==> config.mk <==
export PLATFORM = sky130hd
export DESIGN_NAME = mem_access_stage
export DESIGN_NICKNAME = d
export VERILOG_FILES = /design/src/rtl/mem_access_stage.sv
export SDC_FILE = /design/constraint.sdc
export NUM_CORES = 1
export LEC_CHECK = 0
export CORE_UTILIZATION = 40
export CTS_CLUSTER_SIZE = 30
export DETAILED_ROUTE_END_ITERATION = 12
export PLACE_DENSITY_LB_ADDON = 0.25
export SETUP_SLACK_MARGIN = 0.02
export SYNTH_ARGS = -nofsm -noshare
export SYNTH_HDL_FRONTEND = slang
export SYNTH_SLANG_ARGS = --single-unit
==> constraint.sdc <==
create_clock -name clk -period 1.85 [get_ports clk]
set_input_delay 0.185 -clock clk [delete_from_list [all_inputs] [get_ports clk]]
set_output_delay 0.185 -clock clk [all_outputs]
set_load 0.01 [all_outputs]
==> src/rtl/mem_access_stage.sv <==
// mem_access_stage: RV32I memory-access stage between EX and WB.
// Ports: ex_* from EX (valid/ready), dm_* data-memory req/ack bus,
//   wb_* registered writeback to WB, mem_err fault pulse with wb_valid.
module mem_access_stage (
   input  logic        clk,
   input  logic        rstn,
   input  logic        ex_valid,
   output logic        ex_ready,
   input  logic        ex_mem_read,
   input  logic        ex_mem_write,
   input  logic [2:0]  ex_funct3,
   input  logic [31:0] ex_alu_result,
   input  logic [31:0] ex_rs2_data,
   input  logic [4:0]  ex_rd,
   input  logic        ex_reg_write,
   output logic        dm_req,
   output logic        dm_we,
   output logic [31:0] dm_addr,
   output logic [3:0]  dm_be,
   output logic [31:0] dm_wdata,
   input  logic        dm_ack,
   input  logic [31:0] dm_rdata,
   output logic        wb_valid,
   output logic        wb_reg_write,
   output logic [4:0]  wb_rd,
   output logic [31:0] wb_data,
   output logic        mem_err
);

   typedef enum logic {IDLE, BUSY} state_t;

   state_t      state_q, state_d;
   logic        dm_req_q, dm_req_d;
   logic        dm_we_q, dm_we_d;
   logic [31:0] dm_addr_q, dm_addr_d;
   logic [3:0]  dm_be_q, dm_be_d;
   logic [31:0] dm_wdata_q, dm_wdata_d;
   logic [1:0]  lo_q, lo_d;
   logic [2:0]  f3_q, f3_d;
   logic        rw_q, rw_d;
   logic        wb_valid_q, wb_valid_d;
   logic        wb_reg_write_q, wb_reg_write_d;
   logic [4:0]  wb_rd_q, wb_rd_d;
   logic [31:0] wb_data_q, wb_data_d;
   logic        mem_err_q, mem_err_d;

   logic [1:0]  a;
   logic        ld_bad, st_bad, fault, mem_op;
   logic [3:0]  be_c;
   logic [31:0] wdata_c;
   logic [31:0] shifted;
   logic [7:0]  lb;
   logic [15:0] lh;
   logic [31:0] ld_val;

   assign a      = ex_alu_result[1:0];
   assign mem_op = ex_mem_read | ex_mem_write;

   always_comb begin
      ld_bad = 1'b1;
      st_bad = 1'b1;
      case (ex_funct3)
         3'b000, 3'b100: ld_bad = 1'b0;
         3'b001, 3'b101: ld_bad = a[0];
         3'b010:         ld_bad = (a != 2'b00);
         default:        ld_bad = 1'b1;
      endcase
      case (ex_funct3)
         3'b000:  st_bad = 1'b0;
         3'b001:  st_bad = a[0];
         3'b010:  st_bad = (a != 2'b00);
         default: st_bad = 1'b1;
      endcase
      fault = (ex_mem_read & ex_mem_write)
            | (ex_mem_read & ld_bad)
            | (ex_mem_write & st_bad);
   end

   // Lane selection shared by loads and stores; funct3[2] only picks
   // the load extension, so decode on the width bits alone.
   always_comb begin
      be_c    = 4'b1111;
      wdata_c = ex_rs2_data;
      case (ex_funct3[1:0])
         2'b00: begin
            be_c    = 4'b0001 << a;
            wdata_c = {4{ex_rs2_data[7:0]}};
         end
         2'b01: begin
            be_c    = a[1] ? 4'b1100 : 4'b0011;
            wdata_c = {2{ex_rs2_data[15:0]}};
         end
         default: begin
            be_c    = 4'b1111;
            wdata_c = ex_rs2_data;
         end
      endcase
   end

   always_comb begin
      shifted = dm_rdata >> {lo_q, 3'b000};
      lb      = shifted[7:0];
      lh      = lo_q[1] ? dm_rdata[31:16] : dm_rdata[15:0];
      case (f3_q)
         3'b000:  ld_val = {{24{lb[7]}}, lb};
         3'b100:  ld_val = {24'h0, lb};
         3'b001:  ld_val = {{16{lh[15]}}, lh};
         3'b101:  ld_val = {16'h0, lh};
         default: ld_val = dm_rdata;
      endcase
   end

   always_comb begin
      state_d        = state_q;
      dm_req_d       = dm_req_q;
      dm_we_d        = dm_we_q;
      dm_addr_d      = dm_addr_q;
      dm_be_d        = dm_be_q;
      dm_wdata_d     = dm_wdata_q;
      lo_d           = lo_q;
      f3_d           = f3_q;
      rw_d           = rw_q;
      wb_valid_d     = 1'b0;
      wb_reg_write_d = 1'b0;
      mem_err_d      = 1'b0;
      wb_rd_d        = wb_rd_q;
      wb_data_d      = wb_data_q;
      unique case (state_q)
         IDLE: begin
            if (ex_valid) begin
               wb_rd_d = ex_rd;
               if (!mem_op) begin
                  wb_valid_d     = 1'b1;
                  wb_reg_write_d = ex_reg_write;
                  wb_data_d      = ex_alu_result;
               end else if (fault) begin
                  wb_valid_d = 1'b1;
                  mem_err_d  = 1'b1;
               end else begin
                  state_d    = BUSY;
                  dm_req_d   = 1'b1;
                  dm_we_d    = ex_mem_write;
                  dm_addr_d  = {ex_alu_result[31:2], 2'b00};
                  dm_be_d    = be_c;
                  dm_wdata_d = wdata_c;
                  lo_d       = a;
                  f3_d       = ex_funct3;
                  rw_d       = ex_reg_write;
               end
            end
         end
         BUSY: begin
            if (dm_ack) begin
               state_d    = IDLE;
               dm_req_d   = 1'b0;
               wb_valid_d = 1'b1;
               if (!dm_we_q) begin
                  wb_data_d      = ld_val;
                  wb_reg_write_d = rw_q;
               end
            end
         end
         default: state_d = IDLE;
      endcase
   end

   always_ff @(posedge clk or negedge rstn) begin
      if (!rstn) begin
         state_q        <= IDLE;
         dm_req_q       <= 1'b0;
         dm_we_q        <= 1'b0;
         dm_addr_q      <= 32'h0;
         dm_be_q        <= 4'h0;
         dm_wdata_q     <= 32'h0;
         lo_q           <= 2'b00;
         f3_q           <= 3'b000;
         rw_q           <= 1'b0;
         wb_valid_q     <= 1'b0;
         wb_reg_write_q <= 1'b0;
         wb_rd_q        <= 5'd0;
         wb_data_q      <= 32'h0;
         mem_err_q      <= 1'b0;
      end else begin
         state_q        <= state_d;
         dm_req_q       <= dm_req_d;
         dm_we_q        <= dm_we_d;
         dm_addr_q      <= dm_addr_d;
         dm_be_q        <= dm_be_d;
         dm_wdata_q     <= dm_wdata_d;
         lo_q           <= lo_d;
         f3_q           <= f3_d;
         rw_q           <= rw_d;
         wb_valid_q     <= wb_valid_d;
         wb_reg_write_q <= wb_reg_write_d;
         wb_rd_q        <= wb_rd_d;
         wb_data_q      <= wb_data_d;
         mem_err_q      <= mem_err_d;
      end
   end

   assign ex_ready     = (state_q == IDLE);
   assign dm_req       = dm_req_q;
   assign dm_we        = dm_we_q;
   assign dm_addr      = dm_addr_q;
   assign dm_be        = dm_be_q;
   assign dm_wdata     = dm_wdata_q;
   assign wb_valid     = wb_valid_q;
   assign wb_reg_write = wb_reg_write_q;
   assign wb_rd        = wb_rd_q;
   assign wb_data      = wb_data_q;
   assign mem_err      = mem_err_q;

endmodule

==> metrics, run 1 <==
status finished clean; ys flop type dfrtp_1; Final GP Congestion 0.8528; CTS H-tree depth 4; DR pass1 iterations 4; first-pass GRT wire length 26.30 mm; Synth top area share 51.69%; min Tclk post-route 1754 ps; Synth Cell Area 5568 um2; DRC Markers 0; Num CTS Buffers 17; clock-pin slew on the worst setup and hold paths 50 ps; commonest non-fill, non-tap cell in the layout clkdlybuf4s50_1; Fin Setup TNS 0 ps; fin. max-slew vios 0; ANT cells 0; final setup fails 0; clk_lat worst skew 410 ps; count of cell types in the netlist 44; CP startpoint kind register; Starting Density 41.55%; fmax 0.5703 GHz; EDFF count, synth 0; largest net degree at the start of global routing 52; critical path peak fanout 6; PwrDens 1264 nW/um2; part of the cycle the worst path needs 94.78%; I/O pins 222; fillers 1027; Post-Route WL 16.54 mm; worst r2r src f3_q[0]$_DFFE_PN0P_; post-DP HPWL 12.56 mm; pre-CTS WS -250.7 ps; sequential share of the synthesized area 51.69%; RSZ-0062 raised after global routing true; vias after detailed routing 4883; Core ar. 13400 um2; final setup margin 96.48 ps; DR iter-0 viols 307; maximum root-to-sink buffer count 2; Congestion Overflow GR 0; I/O Buffers 219; Hold WC Path Type primary input to async pin; skew final 5.458 ps; Avg Inst Size Synth 11.62 um2; critical path endpoint category register; crit path DAT 2080 ps; antenna violations before repair 0; clock root cell clkbuf_16; #FFs+latches synth 115; Hold WS 283.6 ps; r2r setup slk 100 ps; via/cell ratio 5.296; Die X 120.0 um; final hold vios 0; GR Util All Layers 23.97%; post-synthesis instance total 479; Syn-to-layout area delta 59.71%; die area 14400 um2; vias in the first global route 5084; R2R depth 5; layout cell share with drive strength beyond 1 18.50%; die extent in y 120.0 um; top post-synthesis cells by area dfrtp_1, mux2_2, mux2_1; fraction of registers with async set/reset 100.0%; Routed Antenna Nets 0; Critical Path RT 2170 ps; CTS tree done; Worst R2R End wb_data[5]$_DFFE_PN0P_; drt wl/cell 17.94 um; clock tree sinks 115; area leader, netlist dfrtp_1; maximum capacitance violations 0; commonest non-fill, non-tap cells in the layout clkdlybuf4s50_1, dfrtp_1, mux2_2, mux2_1, buf_4; Max VDD drop 0.6530 mV; warning count from the yosys run 0; Nets 844; Leak Pwr 3.711 nW; crit path kind register to register; row count 42
==> layout make-up <==
cell class	instances	area, um2	area share [%]
clock buffer	22	474.2	5.333
clock inverter	10	130.1	1.463
inverter	6	22.52	0.2533
multi-input combinational	324	2497	28.09
sequential	115	2878	32.36
tap	176	220.2	2.476
timing repair buffer	269	2670	30.03
==> cells by family after synthesis <==
group | synth area share, %
flip-flops | 51.69
multiplexers | 22.65
AO/OA/AOI/OAI | 13.12
AND/OR/NAND/NOR | 8.584
buffers and inverters | 3.888
other | 0.06735
==> per-stage QoR <==
step                instance area, um2  utilization [%]  cells  power (mW)
floorplan                         5572                -    480       5.476
global placement                  8242            61.50    888       7.844
detailed placement                8242            61.50    888       7.953
CTS                               8875            66.23    922       11.32
global route                      8892            66.36    922       11.80
finish                            8892            66.36    922       11.24
==> timing repair <==
action / CTS / global route
endpoints found under the setup margin: 1 / 78
resized for setup: 4 / 4
buffers inserted: 1 / 0
endpoints found under the hold margin: 31 / 0
hold buffers: 1 / 0
==> where the power goes <==
group / total [mW] / switching, mW / internal, mW
clock network: 3.31 / 1.10 / 2.21
logic: 4.12 / 1.70 / 2.42
registers: 3.80 / 0.461 / 3.34
total: 11.2 / 3.27 / 7.97
==> worst max-delay path by stage <==
stage                         from                 endpoint  slack (ps)  cells after the start
3_5_place_dp           ex_mem_read   dm_addr[8]$_DFFE_PN0P_        -250                      7
3_3_place_gp           ex_mem_read  dm_wdata[0]$_DFFE_PN0P_        -170                      6
2_1_floorplan    state_q$_DFF_PN0_  dm_addr[10]$_DFFE_PN0P_         110                      6
5_1_grt          state_q$_DFF_PN0_   dm_addr[4]$_DFFE_PN0P_          -7                      5
4_1_cts          state_q$_DFF_PN0_   dm_addr[4]$_DFFE_PN0P_          20                      5
6_report       f3_q[0]$_DFFE_PN0P_   wb_data[5]$_DFFE_PN0P_         100                      5
==> worst max-delay path, cell delays in order (launching register included) <==
cell and delay, ps:
dfrtp_1 440, or3b_2 560, buf_4 190, o211ai_1 190, a21oi_1 100, o21ai_0 190
==> cell usage after synthesis (all sizes together), types with 2 or more instances <==
cell	count
nand2b	2
o21ai	21
a21oi	17
nor2	32
a21o	2
clkbuf	16
mux2i	18
a211oi	18
o22ai	8
nand2	39
a221oi	9
dfrtp	115
a22o	5
nor3b	2
a22oi	2
nor3	17
o21bai	6
nor2b	8
inv	5
o211ai	6
mux2	96
buf	19
==> per-layer routing <==
layer / up-vias / GRT usage (%) / share of wire, % / routed length, um
met5: - / 0 / 0 / 0
met1: 2349 / 28.79 / 41 / 6705
li1: 2261 / - / - / -
met2: 242 / 39.76 / 48 / 7954
met3: 31 / 7.177 / 8.8 / 1456
met4: 0 / 10.08 / 2.6 / 425
==> registers in the layout, indices dropped and copies added (netlist names) <==
signal / count
rw_q: 1
lo_q: 2
dm_req: 1
mem_err: 1
dm_wdata: 32
f3_q: 3
dm_addr: 30
wb_reg_write: 1
wb_data: 32
wb_valid: 1
wb_rd: 5
state_q: 1
dm_we: 1
dm_be: 4
No activity file was read; power rests on OpenSTA's default activity.
==> run 2: changes to the inputs <==
--- a/config.mk
+++ b/config.mk
@@ -5,11 +5,12 @@
 export SDC_FILE = /design/constraint.sdc
 export NUM_CORES = 1
 export LEC_CHECK = 0
+export CAP_MARGIN = 30
 export CORE_UTILIZATION = 40
 export CTS_CLUSTER_SIZE = 30
 export DETAILED_ROUTE_END_ITERATION = 12
 export PLACE_DENSITY_LB_ADDON = 0.25
-export SETUP_SLACK_MARGIN = 0.02
+export SETUP_SLACK_MARGIN = 0.3
 export SYNTH_ARGS = -nofsm -noshare
 export SYNTH_HDL_FRONTEND = slang
 export SYNTH_SLANG_ARGS = --single-unit
==> run 2 against run 1 <==
First-iteration DRC count is 17% higher. Clock power is 8.2% higher. Final area is 14% higher. Count of clock-buffer cells in the layout is 1 higher. Global-route usage is 5.2 points higher. Worst hold slack worse by 140 ps. Core utilization is 9.0 points higher. Routed wire length is 29% higher. Power is 11% higher. Critical endpoint is now wb_data[21]$_DFFE_PN0P_.
==> metrics, run 2 (same netlist as run 1, synthesis figures left out) <==
Hold WC Path Type primary input to async pin; Most Crowded Layer GR met2; worst r2r src state_q$_DFF_PN0_; largest net degree at the start of global routing 48; PwrDens 1233 nW/um2; fmax 0.5760 GHz; Syn-to-layout area delta 81.48%; RSZ-0062 raised after global routing true; clock-pin slew on the worst setup and hold paths 50 ps; status finished clean; drt wl/cell 22.35 um; layout cell share with drive strength beyond 1 33.25%; Post-Route WL 21.42 mm; commonest non-fill, non-tap cells in the layout clkdlybuf4s50_1, dfrtp_1, mux2_2, buf_4, mux2_4; GR Util All Layers 29.17%; I/O Buffers 219; vias after detailed routing 5419; clk_lat worst skew 420 ps; ANT cells 0; maximum capacitance violations 0; final setup fails 0; DR iter-0 viols 359; min Tclk post-route 1736 ps; die area 14400 um2; Critical Path RT 2170 ps; Congestion Overflow GR 0; routing usage on met3 7.414%; placed cell area 8139 um2; CTS H-tree depth 4; commonest non-fill, non-tap cell in the layout clkdlybuf4s50_1; Leak Pwr 4.438 nW; crit path kind register to register; vias in the first global route 5616; post-route cell area 10100 um2; Num CTS Buffers 17; r2r setup slk 110 ps; DR pass1 iterations 5; row count 42; die extent in y 120.0 um; CP startpoint kind register; Final GP Congestion 0.8142; pre-CTS WS -395.5 ps; first-pass GRT wire length 31.37 mm; Max VDD drop 0.8153 mV; clock root cell clkbuf_16; DRC Markers 0; critical path peak fanout 6; Routed Antenna Nets 0; crit path DAT 2050 ps; CTS tree done; final hold vios 0; final setup margin 113.9 ps; R2R depth 9; Die X 120.0 um; part of the cycle the worst path needs 93.84%; Nets 880; met2 Track Usage GR 47.84%; Core ar. 13400 um2; clock tree sinks 115; skew final 5.043 ps; met1 Use GR 36.05%; antenna violations before repair 0; I/O pins 222; maximum root-to-sink buffer count 2; Hold WS 138.7 ps; Worst R2R End wb_data[21]$_DFFE_PN0P_; post-DP HPWL 12.30 mm; Starting Density 41.55%; critical path endpoint category register; via/cell ratio 5.657; fin. max-slew vios 0
run 2: cell count changes in the layout (fill, tap and decap cells not counted), moves of 11 or more:
cell	change
mux2_1	-38
a211oi_1	-11
buf_6	+13
clkdlybuf4s50_1	-26
mux2_4	+42
buf_16	+11
dlymetal6s2s_1	+24
run 2: report_power, final:
part	switching [mW]	internal, mW
Clock	1.15	2.42
Combinational	2.05	2.95
Sequential	0.537	3.35
Total	3.74	8.72
run 2: worst max-delay path by stage:
stage                       from  cells past startpoint                      end
2_1_floorplan  state_q$_DFF_PN0_                      6  dm_addr[10]$_DFFE_PN0P_
3_3_place_gp         ex_mem_read                      6  dm_wdata[3]$_DFFE_PN0P_
3_5_place_dp         ex_mem_read                      6  dm_wdata[3]$_DFFE_PN0P_
4_1_cts        state_q$_DFF_PN0_                      7  wb_data[14]$_DFFE_PN0P_
5_1_grt        state_q$_DFF_PN0_                      9  wb_data[21]$_DFFE_PN0P_
6_report       state_q$_DFF_PN0_                      9  wb_data[21]$_DFFE_PN0P_
run 2: critical path: stages (launching register included):
cell and delay (ps):
dfrtp_1 410, nor2b_2 150, buf_4 140, buf_6 90, buf_6 90, a21o_4 250
buf_6 150, buf_16 120, nor2_1 50, a211oi_1 180
run 2: routing by layer:
layer	part of all wire (%)	up-vias
li1	-	2338
met1	39	2707
met2	49	321
met3	8.3	53
met4	3.5	0
met5	0	-
run 2: layout make-up:
type,instances,area (um2)
timing repair buffer,305,3408
fill,886,3296
multi-input combinational,324,2923
sequential,115,2882
clock buffer,23,498.0
tap,176,220.2
clock inverter,9,148.9
inverter,6,25.02
run 2: repair_timing:
item	in CTS	in global routing
pin swaps	20	16
hold buffers	1	0
endpoints found under the setup margin	106	128
hold endpoints to repair	115	0
setup buffers	21	10
gates resized for setup	58	109
cloned	12	4
run 2: stage by stage:
stage	TNS (ps)	std cells	util [%]	power, mW
2_1_floorplan	0	480	-	5.501
3_3_place_gp	-19550	878	60.74	7.788
3_5_place_dp	-29750	878	60.74	7.902
4_1_cts	0	944	71.36	11.95
5_1_grt	0	958	75.41	12.96
6_report	0	958	75.41	12.46
==> run 3: changes to the inputs <==
--- a/config.mk
+++ b/config.mk
@@ -6,6 +6,7 @@
 export NUM_CORES = 1
 export LEC_CHECK = 0
 export CAP_MARGIN = 30
+export CORE_MARGIN = 4
 export CORE_UTILIZATION = 40
 export CTS_CLUSTER_SIZE = 30
 export DETAILED_ROUTE_END_ITERATION = 12
==> run 3 against run 2 <==
Sequential share of layout area increased by 1.2 points. Worst setup slack gained 16 ps. Sequential power about the same. Routed wire length fell by 4.5%. Worst hold slack improved by 190 ps. First-iteration DRC count shrank 4.7%. Cell count down 1.6%. Register-to-register slack gained 20 ps. Non-clock buffer count down 16. Core utilization fell by 3.3 points. Largest cell class unchanged. Largest power group unchanged.
==> metrics, run 3 (same netlist as run 1, synthesis figures left out) <==
drt wl/cell 21.68 um; register area 2884 um2; Syn-to-layout area delta 74.25%; clk_lat worst skew 420 ps; Leak Pwr 4.329 nW; Hold WC Path Type primary input to async pin; Highest Signal Layer met4; vias after detailed routing 5220; Final GP Congestion 0.8290; antenna violations before repair 1; DR WL met3 1.718 mm; fmax 0.5814 GHz; PwrDens 1249 nW/um2; Critical Path RT 2150 ps; commonest non-fill, non-tap cell in the layout clkdlybuf4s50_1; Congestion Overflow GR 0; GR Util All Layers 23.87%; Hold WS 330.4 ps; final cell count without fillers 943; clock root cell clkbuf_16; RSZ-0062 raised after global routing true; skew final 9.677 ps; Rel. slew slack 60.79%; post-DP HPWL 13.55 mm; Power Total 12.12 mW; DR iter-0 viols 342; final setup fails 0; Max VDD drop 0.9473 mV; Routed Antenna Nets 0; Die X 126.0 um; final hold vios 0; DRC Markers 0; I/O Buffers 219; layout cell share with drive strength beyond 1 29.90%; crit path DAT 2020 ps; worst-margin pin slew 588.1 ps; first-pass GRT wire length 29.95 mm; vias in the first global route 5551; part of the cycle the worst path needs 92.97%; CP startpoint kind register; die extent in y 126.0 um; Core ar. 13450 um2; fin. max-slew vios 0; die area 15870 um2; critical path endpoint category register; crit path kind register to register; Num CTS Buffers 17; DR pass1 iterations 5; min Tclk post-route 1720 ps; fillers 945; area of the multi-input gates 2864 um2; via/cell ratio 5.536; placed cell count 884; row count 42; status finished clean; maximum root-to-sink buffer count 2; Nets 864; maximum capacitance violations 0; CTS tree done; clock tree sinks 115; metal1 wirelength 8.016 mm; commonest non-fill, non-tap cells in the layout clkdlybuf4s50_1, dfrtp_1, mux2_4, buf_4, nand2_1; clock-pin slew on the worst setup and hold paths 60 ps; critical path peak fanout 11; I/O pins 222; largest net degree at the start of global routing 44; Post-Route WL 20.45 mm; metal2 WL 10.05 mm; CTS H-tree depth 4; Starting Density 41.39%
==> run 3: final cells by class <==
type / instances / area share (%)
Tap cell: 176 / 2.270
Antenna cell: 1 / 0.02579
Sequential cell: 115 / 29.73
Timing Repair Buffer: 289 / 31.75
Multi-Input combinational cell: 324 / 29.52
Inverter: 6 / 0.2321
Clock buffer: 22 / 4.888
Clock inverter: 10 / 1.586
==> run 3: metal layers <==
| metal | GRT usage, % | vias up |
|---|---|---|
| li1 | - | 2302 |
| met1 | 28.03 | 2599 |
| met2 | 40.06 | 267 |
| met3 | 9.060 | 52 |
| met4 | 8.580 | 0 |
| met5 | 0 | - |
==> run 3: worst max-delay path: stages (launching register included) <==
cell	delay, ps
dfrtp_2	450
nor2b_4	160
nor3b_4	240
buf_6	210
clkbuf_16	190
mux2_2	340
==> run 3: what timing repair did <==
action,CTS,global route
buffers inserted,11,4
hold endpoints to repair,39,0
cloned,1,9
pin swaps,11,4
hold buffers,1,0
setup endpoints to repair,106,134
resized for setup,62,73
==> run 3: metrics by stage <==
step	util, %	cell area (um2)	setup slack, ps	setup TNS [ps]
after floorplan	-	5604	218.4	0
after global routing	72.12	9702	82.42	0
final	72.12	9702	130.1	0
after detailed placement	61.21	8234	-300.9	-23520
after CTS	68.74	9248	167.5	0
after global placement	61.21	8234	-225.4	-17220
==> run 3: worst paths after layout <==
kind | from | endpoint | slack [ps] | cells after the start
worst max-delay path | state_q$_DFF_PN0_ | dm_wdata[8]$_DFFE_PN0P_ | 130 | 5
worst min-delay path | rstn | dm_addr[13]$_DFFE_PN0P_ | 330 | 2
worst max register to register | state_q$_DFF_PN0_ | dm_wdata[8]$_DFFE_PN0P_ | 130 | 5
worst min register to register | dm_req$_DFFE_PN0P_ | dm_req$_DFFE_PN0P_ | 480 | 1
max in group asynchronous | rstn | state_q$_DFF_PN0_ | 890 | 3
min in group clk | ex_mem_read | mem_err$_DFF_PN0_ | 360 | 4
==> run 3: report_power, final <==
| part | switching, mW | internal [mW] | leakage, nW |
|---|---|---|---|
| Clock | 1.14 | 2.35 | 0.314 |
| Combinational | 1.97 | 2.78 | 2.66 |
| Sequential | 0.535 | 3.35 | 1.35 |
